===== src/rtl/atm_bank_host.sv =====
// Bank-side responder for the ATM: validates PIN/session, applies balance ops, replies status+balance.
// Optional per-session debit limit is compiled in with `define WITHDRAW_LIMIT_EN.
module atm_bank_host #(
    parameter int              ACCOUNTS     = 4,
    parameter int              AMT_W        = 32,
    parameter logic [AMT_W-1:0] INIT_BALANCE = 32'h000186A0,
    parameter logic [3:0]      INIT_PIN     = 4'b1110,
    parameter int              MAX_TRIES    = 3,
    parameter logic [AMT_W-1:0] WD_LIMIT     = 32'd20000
) (
    input  logic             clk,
    input  logic             reset,
    input  logic             req_valid,
    output logic             req_ready,
    input  logic [2:0]       req_op,
    input  logic [1:0]       req_acct,
    input  logic [1:0]       req_dst_acct,
    input  logic [3:0]       req_pin,
    input  logic [AMT_W-1:0] req_amount,
    output logic             rsp_valid,
    input  logic             rsp_ready,
    output logic [2:0]       rsp_status,
    output logic [AMT_W-1:0] rsp_balance
);
    typedef enum logic [1:0] {S_IDLE, S_CHECK, S_UPDATE, S_RESPOND} state_t;

    localparam logic [2:0] OP_VERIFY = 3'd0, OP_BALANCE = 3'd1, OP_WITHDRAW = 3'd2,
                           OP_DEPOSIT = 3'd3, OP_TRANSFER = 3'd4, OP_END = 3'd5;
    localparam logic [2:0] ST_OK = 3'd0, ST_BAD_PIN = 3'd1, ST_LOCKED = 3'd2, ST_INSUFF = 3'd3,
                           ST_NO_SESS = 3'd4, ST_BAD_OP = 3'd5, ST_OVERFLOW = 3'd6, ST_LIMIT = 3'd7;
    localparam logic [1:0] MAX_T = 2'(MAX_TRIES);

    state_t              state_q;
    logic [2:0]          op_q;
    logic [1:0]          acct_q, dst_q, sess_acct_q;
    logic [3:0]          pin_q;
    logic [AMT_W-1:0]    amt_q, new_src_q, new_dst_q, rbal_q;
    logic [AMT_W-1:0]    bal_q  [ACCOUNTS];
    logic [3:0]          pins_q [ACCOUNTS];
    logic [1:0]          tries_q[ACCOUNTS];
    logic [ACCOUNTS-1:0] locked_q;
    logic                sess_open_q;
    logic [2:0]          status_q;
    logic                req_ready_q, rsp_valid_q;
    logic [2:0]          rsp_status_q;
    logic [AMT_W-1:0]    rsp_balance_q;
    logic [AMT_W:0]      accum_q;

    logic [2:0]          status_d;
    logic [AMT_W-1:0]    src_bal_s, dst_bal_s, new_src_d, new_dst_d, rbal_d;
    logic [AMT_W:0]      dep_sum_s, xfer_sum_s;
    logic [AMT_W+1:0]    lim_sum_s;
    logic                sess_ok_s, lim_hit_s;

    assign req_ready   = req_ready_q;
    assign rsp_valid   = rsp_valid_q;
    assign rsp_status  = rsp_status_q;
    assign rsp_balance = rsp_balance_q;

    // Evaluate the latched request against current account state.
    always_comb begin
        src_bal_s  = bal_q[acct_q];
        dst_bal_s  = bal_q[dst_q];
        sess_ok_s  = sess_open_q && (sess_acct_q == acct_q);
        dep_sum_s  = {1'b0, src_bal_s} + {1'b0, amt_q};
        xfer_sum_s = {1'b0, dst_bal_s} + {1'b0, amt_q};
        lim_sum_s  = {1'b0, accum_q} + {2'b00, amt_q};
`ifdef WITHDRAW_LIMIT_EN
        lim_hit_s  = lim_sum_s > {2'b00, WD_LIMIT};
`else
        lim_hit_s  = 1'b0;
`endif
        status_d  = ST_OK;
        new_src_d = src_bal_s;
        new_dst_d = dst_bal_s;
        case (op_q)
            OP_VERIFY: begin
                if (locked_q[acct_q])              status_d = ST_LOCKED;
                else if (pin_q != pins_q[acct_q]) status_d = ST_BAD_PIN;
                else                              status_d = ST_OK;
            end
            OP_BALANCE, OP_END: begin
                if (!sess_ok_s) status_d = ST_NO_SESS;
                else            status_d = ST_OK;
            end
            OP_WITHDRAW: begin
                if (!sess_ok_s)              status_d = ST_NO_SESS;
                else if (amt_q > src_bal_s) status_d = ST_INSUFF;
                else if (lim_hit_s)         status_d = ST_LIMIT;
                else                        new_src_d = src_bal_s - amt_q;
            end
            OP_DEPOSIT: begin
                if (!sess_ok_s)          status_d = ST_NO_SESS;
                else if (dep_sum_s[AMT_W]) status_d = ST_OVERFLOW;
                else                     new_src_d = dep_sum_s[AMT_W-1:0];
            end
            OP_TRANSFER: begin
                if (!sess_ok_s)               status_d = ST_NO_SESS;
                else if (dst_q == acct_q)     status_d = ST_BAD_OP;
                else if (amt_q > src_bal_s)   status_d = ST_INSUFF;
                else if (lim_hit_s)           status_d = ST_LIMIT;
                else if (xfer_sum_s[AMT_W])   status_d = ST_OVERFLOW;
                else begin
                    new_src_d = src_bal_s - amt_q;
                    new_dst_d = xfer_sum_s[AMT_W-1:0];
                end
            end
            default: status_d = ST_BAD_OP;
        endcase
        case (status_d)
            ST_OK:                                       rbal_d = new_src_d;
            ST_BAD_PIN, ST_LOCKED, ST_NO_SESS, ST_BAD_OP: rbal_d = '0;
            default:                                     rbal_d = src_bal_s;
        endcase
    end

    // Transaction FSM, account storage and registered handshake outputs.
    always_ff @(posedge clk) begin
        if (reset) begin
            state_q       <= S_IDLE;
            op_q          <= 3'd0;
            acct_q        <= 2'd0;
            dst_q         <= 2'd0;
            pin_q         <= 4'd0;
            amt_q         <= '0;
            new_src_q     <= '0;
            new_dst_q     <= '0;
            rbal_q        <= '0;
            status_q      <= 3'd0;
            for (int i = 0; i < ACCOUNTS; i++) begin
                bal_q[i]   <= INIT_BALANCE;
                pins_q[i]  <= INIT_PIN;
                tries_q[i] <= 2'd0;
            end
            locked_q      <= '0;
            sess_open_q   <= 1'b0;
            sess_acct_q   <= 2'd0;
            accum_q       <= '0;
            req_ready_q   <= 1'b1;
            rsp_valid_q   <= 1'b0;
            rsp_status_q  <= 3'd0;
            rsp_balance_q <= '0;
        end else begin
            case (state_q)
                S_IDLE: begin
                    if (req_valid && req_ready_q) begin
                        op_q        <= req_op;
                        acct_q      <= req_acct;
                        dst_q       <= req_dst_acct;
                        pin_q       <= req_pin;
                        amt_q       <= req_amount;
                        req_ready_q <= 1'b0;
                        state_q     <= S_CHECK;
                    end
                end
                S_CHECK: begin
                    status_q  <= status_d;
                    new_src_q <= new_src_d;
                    new_dst_q <= new_dst_d;
                    rbal_q    <= rbal_d;
                    lim_sum_hold(lim_sum_s);
                    state_q   <= S_UPDATE;
                end
                S_UPDATE: begin
                    if (status_q == ST_OK) begin
                        case (op_q)
                            OP_VERIFY: begin
                                tries_q[acct_q] <= 2'd0;
                                sess_open_q     <= 1'b1;
                                sess_acct_q     <= acct_q;
                                accum_q         <= '0;
                            end
                            OP_WITHDRAW: begin
                                bal_q[acct_q] <= new_src_q;
                                accum_q       <= accum_q + {1'b0, amt_q};
                            end
                            OP_DEPOSIT: bal_q[acct_q] <= new_src_q;
                            OP_TRANSFER: begin
                                bal_q[acct_q] <= new_src_q;
                                bal_q[dst_q]  <= new_dst_q;
                                accum_q       <= accum_q + {1'b0, amt_q};
                            end
                            OP_END: begin
                                sess_open_q <= 1'b0;
                                accum_q     <= '0;
                            end
                            default: ;
                        endcase
                    end else if (status_q == ST_BAD_PIN) begin
                        tries_q[acct_q] <= tries_q[acct_q] + 2'd1;
                        if (tries_q[acct_q] + 2'd1 >= MAX_T) locked_q[acct_q] <= 1'b1;
                    end
                    state_q <= S_RESPOND;
                end
                S_RESPOND: begin
                    if (!rsp_valid_q) begin
                        rsp_valid_q   <= 1'b1;
                        rsp_status_q  <= status_q;
                        rsp_balance_q <= rbal_q;
                    end else if (rsp_ready) begin
                        rsp_valid_q <= 1'b0;
                        req_ready_q <= 1'b1;
                        state_q     <= S_IDLE;
                    end
                end
                default: state_q <= S_IDLE;
            endcase
        end
    end

    // Sink so the limit sum is always consumed in the default build.
    function automatic void lim_sum_hold(input logic [AMT_W+1:0] v);
        logic unused;
        unused = ^v;
    endfunction
endmodule


===== config.mk =====
export PLATFORM = sky130hd
export DESIGN_NAME = atm_bank_host
export DESIGN_NICKNAME = d
export VERILOG_FILES = /design/src/rtl/atm_bank_host.sv
export SDC_FILE = /design/constraint.sdc
export NUM_CORES = 1
export LEC_CHECK = 0
export CAP_MARGIN = 30
export CORE_MARGIN = 3
export CORE_UTILIZATION = 27
export CTS_CLUSTER_SIZE = 12
export DETAILED_ROUTE_END_ITERATION = 10
export PLACE_DENSITY = 0.44
export SYNTH_ARGS = -nofsm -noshare
export SYNTH_HDL_FRONTEND = slang
export SYNTH_SLANG_ARGS = --single-unit
export TNS_END_PERCENT = 50

===== constraint.sdc =====
create_clock -name clk -period 5.15 [get_ports clk]
set_input_delay 0.515 -clock clk [delete_from_list [all_inputs] [get_ports clk]]
set_output_delay 0.515 -clock clk [all_outputs]
set_load 0.1 [all_outputs]

### Yosys cells after proc, flatten, opt, wreduce, memory -nomap -nowiden

Memory sizes are Yosys's and may differ from the RTL's. A register that Yosys moved wholly into a read port is not among the register bits.
Cells that the tools add are included.

* $add $sub $neg: 4
* $lt $le $gt $ge: 4
* equality and inequality tests: 19
* multiplexer cells: 87
* bitwise gates (word level): 6
* reductions and logical operators: 21

Operators by type and width (number)
* $mux 32: 17
* $pmux 32 s3: 1
* $add 32x32->33: 2
* $pmux 32 s2: 1
* $reduce_or 32->1: 2
* $mux 1: 38
* $gt 32x32->1: 1
* $mux 2: 16
* $sub 32x32->32: 1
* $mux 3: 8
* $pmux 3 s5: 1
* $eq 3x3->1 const B: 4
* $eq 3x1->1 const B: 3
* $eq 3x2->1 const B: 3
* $logic_not 3->1: 3
* $reduce_and 3->1: 3
* $pmux 2 s4: 1
* $reduce_and 4->1: 2
* $ne 2x2->1 const B: 3
* $eq 2x2->1: 2
* $eq 2x2->1 const B: 2
* $ne 4x4->1 const B: 1
* $or 4x4->4: 1
* $pmux 1 s2: 2
* other kinds (15): 23

* flip-flop bits (word level): 188
* bits in writable memories: 136
* input bits: 47
* output and inout port bits: 37
* logic and storage cells: 160
* memories: 2

Memories
* bal_q: depth 4, width 32, rd ports 2, clocked after Yosys merged registers in 2, write ports 4, line 38 `logic [AMT_W-1:0] bal_q [ACCOUNTS];`
* tries_q: depth 4, width 2, rd ports 1, clocked after Yosys merged registers in 1, write ports 4, line 40 `logic [1:0] tries_q[ACCOUNTS];`

### Logic depth before layout (Yosys ltp)

* word-level depth: 10
* mapped depth: 21
* depth with buffers taken out: 16

### Least setup slack after synthesis

OpenSTA, ideal clock, no wires.

* kind: reg2reg
* start point: register (tool-made name)
* end point: register rbal_q[20]
* setup time: 0.122 ns
* arrival time: 5.350 ns
* required time: 5.028 ns
* setup slack: -0.322 ns
* cell stages (with the launch flop): 19
* path buffers: 5
* period minus slack after synthesis: 5.472 ns
* path through: dfxtp_1 -> clkbuf_1 -> buf_1 -> buf_1 -> mux4_2 -> ha_1 -> clkbuf_1 -> nand2_1 -> nor2_1 -> nand3_1 -> nor4_1 -> o31ai_4 -> a21oi_1 -> o221ai_1 -> nor4b_4 -> nor3_2 -> or2_1 -> buf_2 -> a221o_1

RTL lines
* end signal: assignment: line 160 `rbal_q <= rbal_d;`
* end: declaration: line 37 `logic [AMT_W-1:0] amt_q, new_src_q, new_dst_q, rbal_q;`

==> flow_results.org <==
** Setup path
- For the worst flop-to-flop path, the logic depth is 19.
- Capture point of the worst reg-to-reg path :: new_src_q[13]$_SDFFE_PP0N_
- Critical Path End Type :: register
- Largest fanout on the critical path :: 18
- Across all register-to-register paths, the minimum setup slack is 0.14 ns.
- Worst Path Class, Setup :: reg -> reg
- STA puts the critical path data required time at 5.56 ns.
- CP arrival :: 5.42 ns
- STA classifies the critical path startpoint as a register.

** Placement
- Area of placed instances :: 0.0228 mm^2
- The HPWL after detailed placement is 61200 um.
- Input and output buffers added on the ports amount to 83.
- At the end of routability-driven placement, the weighted congestion stood at 0.941.

** Power and ir drop
- The share of total power dissipated in the clock network is 27.2%.
- Across the VDD grid, the largest voltage drop is 169 uV.
- Relative contribution of sequential cells to total power :: 33.8%
- Sw frac :: 40.7%
- In this run, the combinational gates consume 39.0% of the power.
- Cell internal power was estimated by the tool at 6.24 mW.
- The analysis attributes to net switching a power of 4.28 mW.
- Power density relative to cell area :: 435 mW/mm^2
- Power comes to 10.5 mW.
- LEAKAGE :: 8.79 nW

** Timing
- Final period utilization :: 97.3%
- The worst pin sits at a relative slew slack of 32.7%.
- Total count of hold-check failures in the final report :: 0
- The clock period could shrink to 5.01 ns.
- Timing-limited maximum frequency :: 200 MHz
- Slew at the pin closest to its max-slew limit :: 1.01 ns
- Between clock sinks in the finished design, the worst skew comes to 0.0223 ns.
- Final setup fails :: 0
- Setup repair after global routing left no endpoint under its margin.
- Count of final max-slew check failures :: 0

** Clock tree
- Clock-pin slew of the registers on the worst-case setup and hold paths :: 0.06 ns
- The number of setup buffers added after CTS is 0.
- Maximum root-to-sink buffer count :: 3
- The clock net in this run drives a total of 328 sinks.
- For this design, the CTS-stage hold fixing added 0 buffers.
- Insertion delay to the later sink of the worst-skew pair :: 0.57 ns
- Max H-tree Level :: 2
- CTS tree :: built
- Number of buffers added by the clock tree synthesis step :: 40
- Root Buffer :: sky130_fd_sc_hd__clkbuf_16

** Cells and area
- In the layout the commonest cells are sky130_fd_sc_hd__nand2_1 (317), sky130_fd_sc_hd__a21oi_1 (212), sky130_fd_sc_hd__nor2_1 (194), sky130_fd_sc_hd__dfxtp_1 (189), sky130_fd_sc_hd__edfxtp_1 (136).
- Count of inserted antenna diode cells :: 0
- Fraction of layout instances using a drive strength above 1 :: 12.9%
- Net total in the final layout :: 2473
- Most common cell after layout, fill and taps aside :: sky130_fd_sc_hd__nand2_1
- Fraction of the core area covered by cells at the end of the flow :: 32.9%
- Relative to the synthesized area, the layout overhead comes to 20.1%.
- The finished cells cover 0.0242 mm^2.

** Drt
- The routed design has 82300 um of wire.
- Using the TritonRoute via totals, the vias-per-cell ratio works out to 5.48.
- The count of nets left with antenna violations once routing finished came out at 0.
- First-pass DRT Iterations :: 7
- After detailed routing, the average wire length per cell comes to 24.8 um.
- Post-route DRC :: 0
- Total number of vias :: 18200
- The first routing iteration left 1506 violations.

** Global routing
- The initial antenna violation count came to 1.
- Summed over all layers, the global routing overflow is 0.
- The first global-routing pass estimated 118000 um of wire.
- Entering global routing, the biggest net connects 66 pins.
- The number of global-route vias before repair came to 17400.
- Aggregate global-route resource usage :: 20.6%

** Hold path
- The tightest min-delay check is of the in -> reg type.
- In this run the most critical hold path is launched from reset.
- The worst hold path terminates at amt_q[9]$_SDFFE_PP0P_.
- Hold Path Depth :: 2

** Synth
- For this run, asynchronously set or reset flops after synthesis account for 0%.
- Summing the areas of all compound-gate instances in the mapped netlist gives 23.8% of the synthesized area.
- Synthesis produced a netlist with a net count of 2361.
- Area share of the largest cell type after synthesis :: 20.3%
- After synthesis, the netlist uses 73 different library cells.
- Counting flops and latches in the post-synthesis netlist gives 328.
- Seq/Total Area, Yosys :: 39.4%
- In this run, synthesis inferred 136 flip-flops with an integrated enable.
- Area contributors post-synth :: sky130_fd_sc_hd__edfxtp_1 (20%), sky130_fd_sc_hd__dfxtp_1 (19%), sky130_fd_sc_hd__mux4_2 (7.5%)
- The synthesized netlist devotes 1.70% of its cell area to XOR and XNOR gates.
- A synthesized cell averages 9.11 um^2.
- Summing the areas of all and, or, nand and nor instances in the mapped netlist gives 16.0% of the synthesized area.
- Area of the mapped netlist :: 0.0201 mm^2
- Share of cell area taken by muxes after synthesis :: 8.14%
- Synthesis produced 2209 cells.
- Yosys Warn Count :: 0
- Biggest area consumer among synthesized cells :: sky130_fd_sc_hd__edfxtp_1
- Most used flip-flop cell after synthesis :: sky130_fd_sc_hd__dfxtp_1
- After synthesis, the largest family of logic cells by area is compound AO/OA/AOI/OAI gates.
- Adder and majority cell fraction of the synthesized area :: 6.64%

** Floorplanning
- Vert. Die Dim :: 279 um
- The initialized floorplan defines 99 standard-cell rows.
- Die Width :: 279 um
- Core region area :: 0.0735 mm^2
- Starting Density :: 27.4%
- Area of the die :: 0.0779 mm^2
- Boundary Pins :: 84

** Outcome
- Outcome :: complete, no violations

** Run
- Max-cap violations in this run came to 0.
-- area by class of cell --
type	count	area (um^2)
clock inverter	17	148
inverter	80	300
clock buffer	57	1160
sequential	328	7930
fill	7596	49300
timing repair buffer	219	1990
multi-input combinational	1652	11400
tap	959	1200
-- cell usage after synthesis, types with 18 or more instances --
cell type                  count
sky130_fd_sc_hd__nand3_1      52
sky130_fd_sc_hd__xnor2_1      21
sky130_fd_sc_hd__a31oi_1      21
sky130_fd_sc_hd__o22a_1       20
sky130_fd_sc_hd__a221o_1      24
sky130_fd_sc_hd__a21o_1       32
sky130_fd_sc_hd__nand2_1     317
sky130_fd_sc_hd__a22o_1       82
sky130_fd_sc_hd__nor2_1      197
sky130_fd_sc_hd__inv_1        80
sky130_fd_sc_hd__nor3_1       41
sky130_fd_sc_hd__mux4_2       67
sky130_fd_sc_hd__edfxtp_1    136
sky130_fd_sc_hd__o21ai_0      85
sky130_fd_sc_hd__xor2_1       18
sky130_fd_sc_hd__a22oi_1      24
sky130_fd_sc_hd__a211oi_1     44
sky130_fd_sc_hd__dfxtp_1     192
sky130_fd_sc_hd__clkbuf_1    126
sky130_fd_sc_hd__ha_1        102
sky130_fd_sc_hd__a21oi_1     212
-- power by group through the flow --
stage	registers (mW)	clock network, mW	logic (mW)
global route	3.60	3.03	4.45
CTS	3.54	2.93	4.05
detailed placement	3.60	0	4.03
floorplan	3.40	0	2.54
global placement	3.58	0	4.04
finish	3.56	2.86	4.10
-- registers in the layout, summed over array words and instances (netlist names), 3 cells and up, named ones only --
name,cells
rbal_q,32
pin_q,4
amt_q,32
tries_q,8
new_src_q,32
rsp_status,3
locked_q,4
new_dst_q,32
op_q,3
status_q,3
bal_q,128
rsp_balance,32
-- what timing repair did --
action                                 4_1_cts  5_1_grt
endpoints found under the hold margin        0        0
setup endpoints to repair                    4        7
gates resized for setup                      1        6
-- worst max path at each step --
stage / from / endpoint / slack [ns] / depth (start not counted)
3_3_place_gp: register / new_src_q[20]$_SDFFE_PP0N_ / -0.02 / 17
4_1_cts: register / new_src_q[20]$_SDFFE_PP0N_ / 0.16 / 18
2_1_floorplan: register / rbal_q[20]$_SDFFE_PP0N_ / 0.08 / 19
6_report: register / new_src_q[13]$_SDFFE_PP0N_ / 0.14 / 19
5_1_grt: register / new_src_q[13]$_SDFFE_PP0N_ / 0.0003 / 17
3_5_place_dp: register / new_src_q[20]$_SDFFE_PP0N_ / -0.03 / 18
-- per-stage QoR --
stage | instances | setup WS (ns) | setup TNS (ns) | hold WS, ns
after floorplan | 2209 | 0.0779 | 0 | 0.427
after global placement | 3238 | -0.0196 | -0.0196 | 0.442
after detailed placement | 3238 | -0.0263 | -0.0389 | 0.446
after CTS | 3312 | 0.155 | 0 | 0.335
after global routing | 3312 | 0.000294 | 0 | 0.359
final | 3312 | 0.140 | 0 | 0.363
-- cell families (layout without fill, tap and decap cells) --
logic type / after synthesis / in the layout
compound gates: 697 / 697
xor+xnor: 39 / 39
fa+ha+maj: 105 / 105
buf+inv: 229 / 373
flops: 328 / 328
mux: 80 / 80
simple gates: 731 / 731
-- routing by layer --
| metal | wire length [um] | GRT usage, % | share of wire [%] | up-vias |
|---|---|---|---|---|
| li1 | - | - | - | 8460 |
| met1 | 36300 | 27.8 | 44 | 8886 |
| met2 | 36200 | 31.9 | 44 | 679 |
| met3 | 7050 | 5.50 | 8.6 | 125 |
| met4 | 2710 | 6.99 | 3.3 | 2 |
| met5 | 13 | 0 | 0.016 | - |
-- worst max-delay path: stages, from the launching register on --
cell	delay, ns
sky130_fd_sc_hd__dfxtp_2	0.37
sky130_fd_sc_hd__buf_12	0.22
sky130_fd_sc_hd__buf_4	0.23
sky130_fd_sc_hd__mux4_2	0.62
sky130_fd_sc_hd__ha_1	0.35
sky130_fd_sc_hd__nand2_1	0.12
sky130_fd_sc_hd__nor2_1	0.21
sky130_fd_sc_hd__nand3_1	0.17
sky130_fd_sc_hd__nor4_2	0.40
sky130_fd_sc_hd__buf_4	0.21
sky130_fd_sc_hd__o31ai_4	0.08
sky130_fd_sc_hd__nand2_1	0.11
sky130_fd_sc_hd__buf_4	0.14
sky130_fd_sc_hd__a31oi_1	0.10
sky130_fd_sc_hd__or4b_1	0.54
sky130_fd_sc_hd__buf_4	0.23
sky130_fd_sc_hd__and2_1	0.18
sky130_fd_sc_hd__nor2_1	0.32
sky130_fd_sc_hd__buf_4	0.19
sky130_fd_sc_hd__a211oi_1	0.06
Power figures use the tool's default switching activity.
